### src/rtl/pwm_fader.sv
// rtl/pwm_fader.sv - ramps the PWM pulse width toward a requested target in fixed steps
// Requests are accepted over valid/ready while idle; max_counter_o updates only at accept.
module pwm_fader #(
    parameter int CtrSize   = 8,
    parameter int PrescSize = 16
) (
    input  logic                 clk_i,
    input  logic                 rst_ni,
    input  logic                 target_valid_i,
    output logic                 target_ready_o,
    input  logic [CtrSize-1:0]   target_i,
    input  logic [CtrSize-1:0]   period_i,
    input  logic [CtrSize-1:0]   step_i,
    input  logic [PrescSize-1:0] interval_i,
    input  logic                 abort_i,
    output logic [CtrSize-1:0]   pulse_width_o,
    output logic [CtrSize-1:0]   max_counter_o,
    output logic                 busy_o,
    output logic                 done_o
);

    typedef enum logic {IDLE, RAMP} state_t;

    state_t               state, state_next;
    logic [CtrSize-1:0]   pulse_width_q, max_counter_q, target_q, step_q;
    logic [PrescSize-1:0] interval_q, presc_q;
    logic                 done_q;
    logic                 accept, tick, at_target;
    logic [CtrSize:0]     diff;

    assign target_ready_o = (state == IDLE) & rst_ni;
    assign accept         = target_valid_i & target_ready_o;
    assign tick           = (state == RAMP) && (presc_q == '0);

    // Distance is taken one bit wider so the compare against step never wraps.
    always_comb begin
        diff = '0;
        if ({1'b0, target_q} >= {1'b0, pulse_width_q}) begin
            diff = {1'b0, target_q} - {1'b0, pulse_width_q};
        end else begin
            diff = {1'b0, pulse_width_q} - {1'b0, target_q};
        end
    end

    assign at_target = (diff <= {1'b0, step_q});

    always_comb begin
        state_next = state;
        case (state)
            IDLE: begin
                if (accept && (target_i != pulse_width_q)) begin
                    state_next = RAMP;
                end
            end
            RAMP: begin
                if (abort_i) begin
                    state_next = IDLE;
                end else if (tick && at_target) begin
                    state_next = IDLE;
                end
            end
            default: state_next = IDLE;
        endcase
    end

    always_ff @(posedge clk_i) begin
        if (!rst_ni) begin
            state         <= IDLE;
            pulse_width_q <= '0;
            max_counter_q <= '0;
            target_q      <= '0;
            step_q        <= '0;
            interval_q    <= '0;
            presc_q       <= '0;
            done_q        <= 1'b0;
        end else begin
            state  <= state_next;
            done_q <= 1'b0;
            case (state)
                IDLE: begin
                    if (accept) begin
                        target_q      <= target_i;
                        step_q        <= (step_i == '0) ? CtrSize'(1) : step_i;
                        interval_q    <= interval_i;
                        max_counter_q <= period_i;
                        presc_q       <= interval_i;
                        if (target_i == pulse_width_q) begin
                            done_q <= 1'b1;
                        end
                    end
                end
                RAMP: begin
                    // Abort wins over a coincident tick: width and done stay untouched.
                    if (!abort_i) begin
                        if (tick) begin
                            presc_q <= interval_q;
                            if (at_target) begin
                                pulse_width_q <= target_q;
                                done_q        <= 1'b1;
                            end else if (target_q > pulse_width_q) begin
                                pulse_width_q <= pulse_width_q + step_q;
                            end else begin
                                pulse_width_q <= pulse_width_q - step_q;
                            end
                        end else begin
                            presc_q <= presc_q - PrescSize'(1);
                        end
                    end
                end
                default: ;
            endcase
        end
    end

    assign pulse_width_o = pulse_width_q;
    assign max_counter_o = max_counter_q;
    assign busy_o        = (state == RAMP);
    assign done_o        = done_q;

endmodule

### config.mk
export PLATFORM = sky130hd
export DESIGN_NAME = pwm_fader
export DESIGN_NICKNAME = d
export VERILOG_FILES = /design/src/rtl/pwm_fader.sv
export SDC_FILE = /design/constraint.sdc
export NUM_CORES = 1
export LEC_CHECK = 0
export CORE_ASPECT_RATIO = 0.6
export CORE_MARGIN = 4
export CORE_UTILIZATION = 50
export DETAILED_ROUTE_END_ITERATION = 12
export GPL_TIMING_DRIVEN = 0
export PLACE_DENSITY = 0.77
export SETUP_SLACK_MARGIN = 0.1
export SLEW_MARGIN = 25
export SYNTH_ARGS = -nofsm -noshare
export SYNTH_HDL_FRONTEND = slang
export SYNTH_SLANG_ARGS = --single-unit
### constraint.sdc
create_clock -name clk_i -period 3.7 [get_ports clk_i]
set_input_delay 0.925 -clock clk_i [delete_from_list [all_inputs] [get_ports clk_i]]
set_output_delay 0.925 -clock clk_i [all_outputs]
set_load 0.01 [all_outputs]
==> results by group, run 1 <==
Cells and area
  • Synthesis-to-layout area growth: 41.0%
  • Nets: 741
  • Antenna cells: 0
  • Post-route design area: 6210 um2
  • Fin cells: 776
  • Layout cell share with drive strength beyond 1: 21.1%

Critical path
  • Critical path startpoint category: register
  • R2r setup slk: -180 ps
  • Critical-path cell list: inv_4 > ha_4 > a21o_1 > a21oi_4 > o211ai_4 > nand2_4 > buf_6 > mux2_4 > a211oi_4 > xnor2_2 > ha_1 > nand2_1 > nor2_2 > buf_4 > a41oi_2 > nor3_4 > buf_6 > or4b_4 > o311ai_4
  • Reg2reg end: pulse_width_o[0]$_SDFFE_PN0P_
  • Cell mode on critical path: buf_6
  • Worst r2r src: pulse_width_o[3]$_SDFFE_PN0P_
  • Worst endpoint required time: 3930 ps
  • Delay-heaviest family, CP: compound AO/OA/AOI/OAI gates
  • Worst Setup SP: pulse_width_o[3]$_SDFFE_PN0P_
  • R2R depth: 19
  • Crit path buf inv count: 4
  • Crit Path Max Fanout: 6
  • CP Capture Type: register
  • Crit path kind: register to register
  • CP max stage cell: or4b_4
  • CP Data Arrival Time: 4120 ps
  • CP Depth: 19
  • Setup crit end: pulse_width_o[0]$_SDFFE_PN0P_
  • Slowest stage delay, CP: 500 ps

STA
  • Crit share post-route: 105%
  • Final min period: 3880 ps
  • Fmax: 0.258 GHz
  • Hold Fails Final Rpt: 0
  • Normalized max-slew margin: 48.0%
  • RSZ-0062 raised after global routing: yes
  • Fin worst setup slack: -183 ps
  • # setup viols final: 9
  • Clk_skew: 2.66 ps
  • Max-slew violations: 0
  • Worst-Margin Slew: 776 ps

Clock tree
  • CTS root buffer: clkbuf_16
  • Clock sinks: 66
  • H-Tree Depth: 3
  • Clock transition at the registers of the reported paths: 50 ps
  • Max clock buf depth: 2
  • Worst-Skew Late Latency: 330 ps
  • Num CTS Buffers: 9
  • TritonCTS clock tree: yes
  • Cts hold-fix bufs: 0

Pwr
  • Max rail drop VDD: 0.290 mV
  • P per Cell Area: 483 nW/um2
  • Leakage: 2.36 nW

Logic synthesis
  • Post-synthesis cell area: 4410 um2
  • Post-synth top area share: 30.0%
  • Main synth FF type: dfxtp_1
  • Post-Syn Area per Cell: 8.02 um2
  • Syn_nets: 629
  • Ys Warns: 0
  • Cells after Synth: 549
  • Register bit total from synthesis: 66
  • Count leader, synth: nand2_1
  • Top cell type by total area after synthesis: dfxtp_1
  • Post-synth EDFFs: 0
  • Post-synthesis sequential area ratio: 30.0%
  • Synth async-reset ratio: 0%
  • Synth top area cells: dfxtp_1 30%, ha_1 9.4%, nand2_1 7.1%
  • Cell variety after synth: 62
  • Synth cell count leaders: 83 x nand2_1, 66 x dfxtp_1, 52 x a21oi_1

Status
  • Status: complete, but fails checks
  • Failing checks: negative setup slack

Placed design
  • Gpl congestion: 0.958
  • Placed inst area: 5200 um2
  • DP HPWL: 10.3 mm
  • Port bufs: 62
  • Placed insts: 723

Global route
  • Pin count of the biggest net entering global routing: 11
  • Vias in the first global route: 4,442
  • GR Util All Layers: 28.6%
  • Gr ovfl total: 0
  • Global-route wire length before repair: 23.1 mm
  • Initial antenna violation count: 0

Die
  • FP Rows: 26
  • Initial Util: 51.5%
  • Die width: 129 um
  • Die area: 10,400 um2
  • Die Ht: 80.7 um
  • IO Pins: 63
  • Core area: 8560 um2

Route
  • Routed vias/inst: 6.02
  • DRC errors left: 0
  • Final ANT Viol Nets: 0
  • DR WL/cell: 19.6 um
  • Vias: 4,673
  • Detailed Routing Iterations Pass 1: 6
  • DRT iter0 DRCs: 563
  • Routed wire length: 15.2 mm

Worst hold path
  • Min-delay src: interval_q[9]$_SDFFE_PN0P_
  • Hold Crit Class: register to register

Run
  • # Max-Cap Violations: 0
## how the worst min path moves through the flow
stage	endpoint	cells past startpoint	slack, ps
after floorplan	interval_q[14]$_SDFFE_PN0P_	2	430
after global placement	max_counter_o[1]$_SDFFE_PN0P_	2	440
after detailed placement	interval_q[9]$_SDFFE_PN0P_	2	450
after CTS	interval_q[9]$_SDFFE_PN0P_	2	460
after global routing	max_counter_o[7]$_SDFFE_PN0P_	2	490
final	interval_q[9]$_SDFFE_PN0P_	2	460
## through the flow
step | total power, mW | utilization, % | TNS [ps] | hold slack, ps | worst slack [ps]
finish | 3.00 | 72.6 | -543 | 462 | -183
global route | 3.15 | 72.6 | -1830 | 486 | -284
CTS | 2.76 | 68.0 | -688 | 463 | -190
detailed placement | 1.80 | 60.8 | -4210 | 454 | -521
global placement | 1.76 | 60.8 | -3230 | 443 | -396
floorplan | 1.53 | - | 0 | 433 | 102
## where the power goes
part | switching [mW] | leakage, nW | internal [mW]
sequential | 0.0575 | 0.551 | 0.763
combinational | 0.704 | 1.68 | 0.695
clock | 0.301 | 0.129 | 0.483
## logic make-up (layout without fill, tap and decap cells)
kind of cell	after synthesis	after routing	synth area share (%)
AOI/OAI and AO/OA	169	169	24.4
and+or+nand+nor	165	165	18.0
DFF	66	66	30.0
buffers and inverters	63	178	6.16
adders and majority gates	36	36	10.7
xor gates and xnor gates	36	36	7.47
muxes	14	14	3.29
## sequential cells by signal, indices dropped and copies added (netlist names)
signal	flops
busy_o	1
interval_q	16
step_q	8
target_q	8
done_o	1
pulse_width_o	8
presc_q	16
max_counter_o	8
## tightest hold or removal path: cells and delay by family (launching register included)
family | cells | cell delay [ps]
flops | 1 | 310
simple gates | 1 | 50
compound gates | 1 | 60
## per-layer routing
layer | vias to the layer above | GRT usage (%) | routed length, um
met3 | 40 | 9.30 | 1720
met5 | - | 0 | 0
li1 | 2175 | - | -
met1 | 2197 | 40.9 | 6840
met4 | 0 | 8.18 | 357
met2 | 261 | 41.1 | 6310
## layout by cell type (no fill, tap or decap), drive strengths merged, types with 11 or more instances in the layout
| cell | instances |
|---|---|
| dfxtp | 66 |
| clkdlybuf4s50 | 62 |
| a21oi | 54 |
| nand2 | 84 |
| nor3 | 11 |
| xnor2 | 30 |
| clkbuf | 33 |
| buf | 51 |
| inv | 31 |
| o31ai | 15 |
| ha | 33 |
| nor2 | 24 |
| o21ai | 53 |
## layout make-up
cell class / count / area (um2)
Tap cell: 112 / 140
Buffer: 28 / 146
Fill cell: 607 / 2340
Timing Repair Buffer: 104 / 966
Multi-Input combinational cell: 420 / 3210
Sequential cell: 66 / 1360
Clock buffer: 14 / 264
Inverter: 32 / 128
## what timing repair did
| item | 4_1_cts | 5_1_grt |
|---|---|---|
| pin swaps | 26 | 39 |
| gates cloned | 1 | 0 |
| resized for setup | 46 | 51 |
| setup endpoints to repair | 10 | 10 |
| buffers inserted | 20 | 23 |
Note: power is estimated with default switching activity, not from simulation.
==> run 2, diff against run 1 <==
--- a/config.mk
+++ b/config.mk
@@ -8,9 +8,10 @@
 export CORE_ASPECT_RATIO = 0.6
 export CORE_MARGIN = 4
 export CORE_UTILIZATION = 50
+export CTS_CLUSTER_SIZE = 12
 export DETAILED_ROUTE_END_ITERATION = 12
 export GPL_TIMING_DRIVEN = 0
-export PLACE_DENSITY = 0.77
+export PLACE_DENSITY = 0.83
 export SETUP_SLACK_MARGIN = 0.1
 export SLEW_MARGIN = 25
 export SYNTH_ARGS = -nofsm -noshare
==> run 2 against run 1 <==
Against the previous run: the run still ends with negative setup slack left; first-iteration DRC count fell by 1.4%; count of clock-buffer cells in the layout fell by 4; power fell by 1.3%; clock power rose by 4.1%; routed wire length fell by 3.8%; fmax rose by 3.4%; combinational power fell by 5%; final cell count fell by 0.77%; design area fell by 1.7%; non-clock buffer count fell by 6; register-to-register slack improved by 130 ps; global-route usage fell by 0.44 points; largest cell class unchanged; highest routed layer unchanged.
==> results by group, run 2 (synthesized netlist as in run 1, its figures left out) <==
Status
  • Status: complete, but fails checks
  • Failing checks: negative setup slack

Pwr
  • Leakage: 2.32 nW (-1.6%)
  • Power, Total: 2.97 mW (-1.3%)
  • P per Cell Area: 486 nW/um2 (+0.44%)
  • Max rail drop VDD: 0.260 mV (-10%)

Cells and area
  • Top flop regs: interval_q: 16 flops, presc_q: 16 flops
  • Nets: 735 (-0.81%)
  • Layout cell share with drive strength beyond 1: 18.8% (-2.2 points)
  • Synthesis-to-layout area growth: 38.7%
  • Commonest non-fill, non-tap cell in the layout: nand2_1
  • Most frequent cells in the layout: 81 x nand2_1, 62 x clkdlybuf4s50_1, 54 x dfxtp_1
  • # fillers: 637 (+4.9%)
  • Antenna cells: 0 (unchanged)

Clock tree
  • Max clock buf depth: 2 (unchanged)
  • CTS root buffer: clkbuf_16
  • Worst-Skew Late Latency: 330 ps (about the same)
  • H-Tree Depth: 3 (unchanged)
  • Cts hold-fix bufs: 0 (unchanged)
  • Clock transition at the registers of the reported paths: 50 ps (about the same)
  • Num CTS Buffers: 9 (unchanged)
  • Clock sinks: 66 (unchanged)
  • TritonCTS clock tree: yes

Placed design
  • Gpl congestion: 0.970 (+1.2%)
  • Worst slack at placement: -504 ps (+17.3 ps)
  • Port bufs: 62 (unchanged)
  • DP HPWL: 10.1 mm (-1.4%)

Route
  • Met2 WL: 6.18 mm (-2.2%)
  • Vias: 4,616 (-1.2%)
  • Met3 routed WL: 1.56 mm (-8.9%)
  • Detailed Routing Iterations Pass 1: 5 (-1)
  • WL met1: 6.73 mm (-1.5%)
  • DRT iter0 DRCs: 555 (-1.4%)
  • DRC errors left: 0 (unchanged)
  • Final ANT Viol Nets: 0 (unchanged)
  • Routed wire length: 14.6 mm (-3.8%)
  • Highest routed layer: met4
  • DR WL/cell: 19.0 um (-3.1%)
  • Routed vias/inst: 5.99 (-0.45%)

STA
  • Clk_skew: 4.71 ps (+2.05 ps)
  • Worst-Margin Slew: 652 ps (-124 ps)
  • Fmax: 0.266 GHz (+3.4%)
  • Final min period: 3760 ps (-127 ps)
  • Normalized max-slew margin: 56.3% (+8.3 points)
  • Crit share post-route: 102% (-3.4 points)
  • Hold Fails Final Rpt: 0 (unchanged)
  • Max-slew violations: 0 (unchanged)
  • Fin worst setup slack: -56.1 ps (+127 ps)
  • # setup viols final: 1 (-8)
  • RSZ-0062 raised after global routing: yes

Die
  • Core area: 8560 um2 (unchanged)
  • Die Ht: 80.7 um (unchanged)
  • FP Rows: 26 (unchanged)
  • IO Pins: 63 (unchanged)
  • Die area: 10,400 um2 (unchanged)
  • Die width: 129 um (unchanged)
  • Initial Util: 51.5% (unchanged)

Global route
  • Global-route wire length before repair: 22.7 mm (-1.8%)
  • Initial antenna violation count: 0 (unchanged)
  • GR Util All Layers: 28.2% (-0.44 points)
  • Pin count of the biggest net entering global routing: 11 (unchanged)
  • Vias in the first global route: 4,365 (-1.7%)
  • Gr ovfl total: 0 (unchanged)

Critical path
  • CP Data Arrival Time: 3970 ps (-150 ps)
  • Crit path kind: register to register
  • Crit Path Max Fanout: 5 (-1)
  • Worst endpoint required time: 3910 ps (-20 ps)
  • CP Capture Type: register
  • Critical path startpoint category: register

Run
  • # Max-Cap Violations: 0 (unchanged)

Worst hold path
  • Hold Crit Class: register to register
-- run 2: changes by cell type in the layout (fill, tap and decap cells not counted), sizes merged --
cell / delta
bufinv: +1
buf: -6
clkinv: +3
clkbuf: -4
-- run 2: layer usage --
layer / up-vias / global-route usage, %
met5: - / 0
met4: 0 / 6.71
met3: 24 / 9.30
met2: 279 / 41.2
met1: 2144 / 40.1
li1: 2169 / -
-- run 2: power by group --
part	internal (mW)	switching, mW	total (mW)
combinational	0.643	0.690	1.33
sequential	0.762	0.0540	0.816
clock	0.510	0.306	0.816
total	1.92	1.05	2.97
-- run 2: final timing paths --
kind	cells past startpoint	end	start	slack, ps
worst max register to register	18	pulse_width_o[0]$_SDFFE_PN0P_	pulse_width_o[5]$_SDFFE_PN0P_	-60
worst min register to register	2	interval_q[15]$_SDFFE_PN0P_	interval_q[15]$_SDFFE_PN0P_	460
worst max-delay path	18	pulse_width_o[0]$_SDFFE_PN0P_	pulse_width_o[5]$_SDFFE_PN0P_	-60
worst min-delay path	2	interval_q[15]$_SDFFE_PN0P_	interval_q[15]$_SDFFE_PN0P_	460
-- run 2: worst max-delay path: stages (launching register included) --
cell and delay (ps):
dfxtp_4 340, inv_2 60, ha_4 200, buf_8 120
o21ai_4 140, nand2b_1 100, a21o_1 210, nand2_4 130
buf_6 150, mux2i_1 240, xnor2_1 110, ha_1 350
nand2_1 60, o21ai_0 320, a221oi_4 120, a41oi_4 260
nor3_4 70, or4b_1 500, o311ai_1 120
-- run 2: final cells by class --
type	count	area [um2]	share of cell area, %
repair buffers	96	888	14.5
flip-flops and latches	66	1350	22.2
inverters	32	123	2.01
clock buffers	10	229	3.75
well taps	112	140	2.29
plain buffers	30	169	2.77
clock inverters	4	45.0	0.737
multi-input cells	420	3160	51.7
-- run 2: repair_timing --
action                                  CTS  global route
setup buffers                            21            12
resized for setup                        45            33
endpoints found under the setup margin   10            10
cloned                                    1             0
pin swaps                                27            26
-- run 2: through the flow --
step	cell area, um2	utilization, %	hold slack (ps)	setup TNS, ps	cells
floorplan	4440	-	433	0	549
global placement	5200	60.8	443	-3350	723
detailed placement	5200	60.8	454	-4290	723
CTS	5840	68.3	463	-326	759
global route	6110	71.4	488	-1120	770
finish	6110	71.4	460	-56.1	770
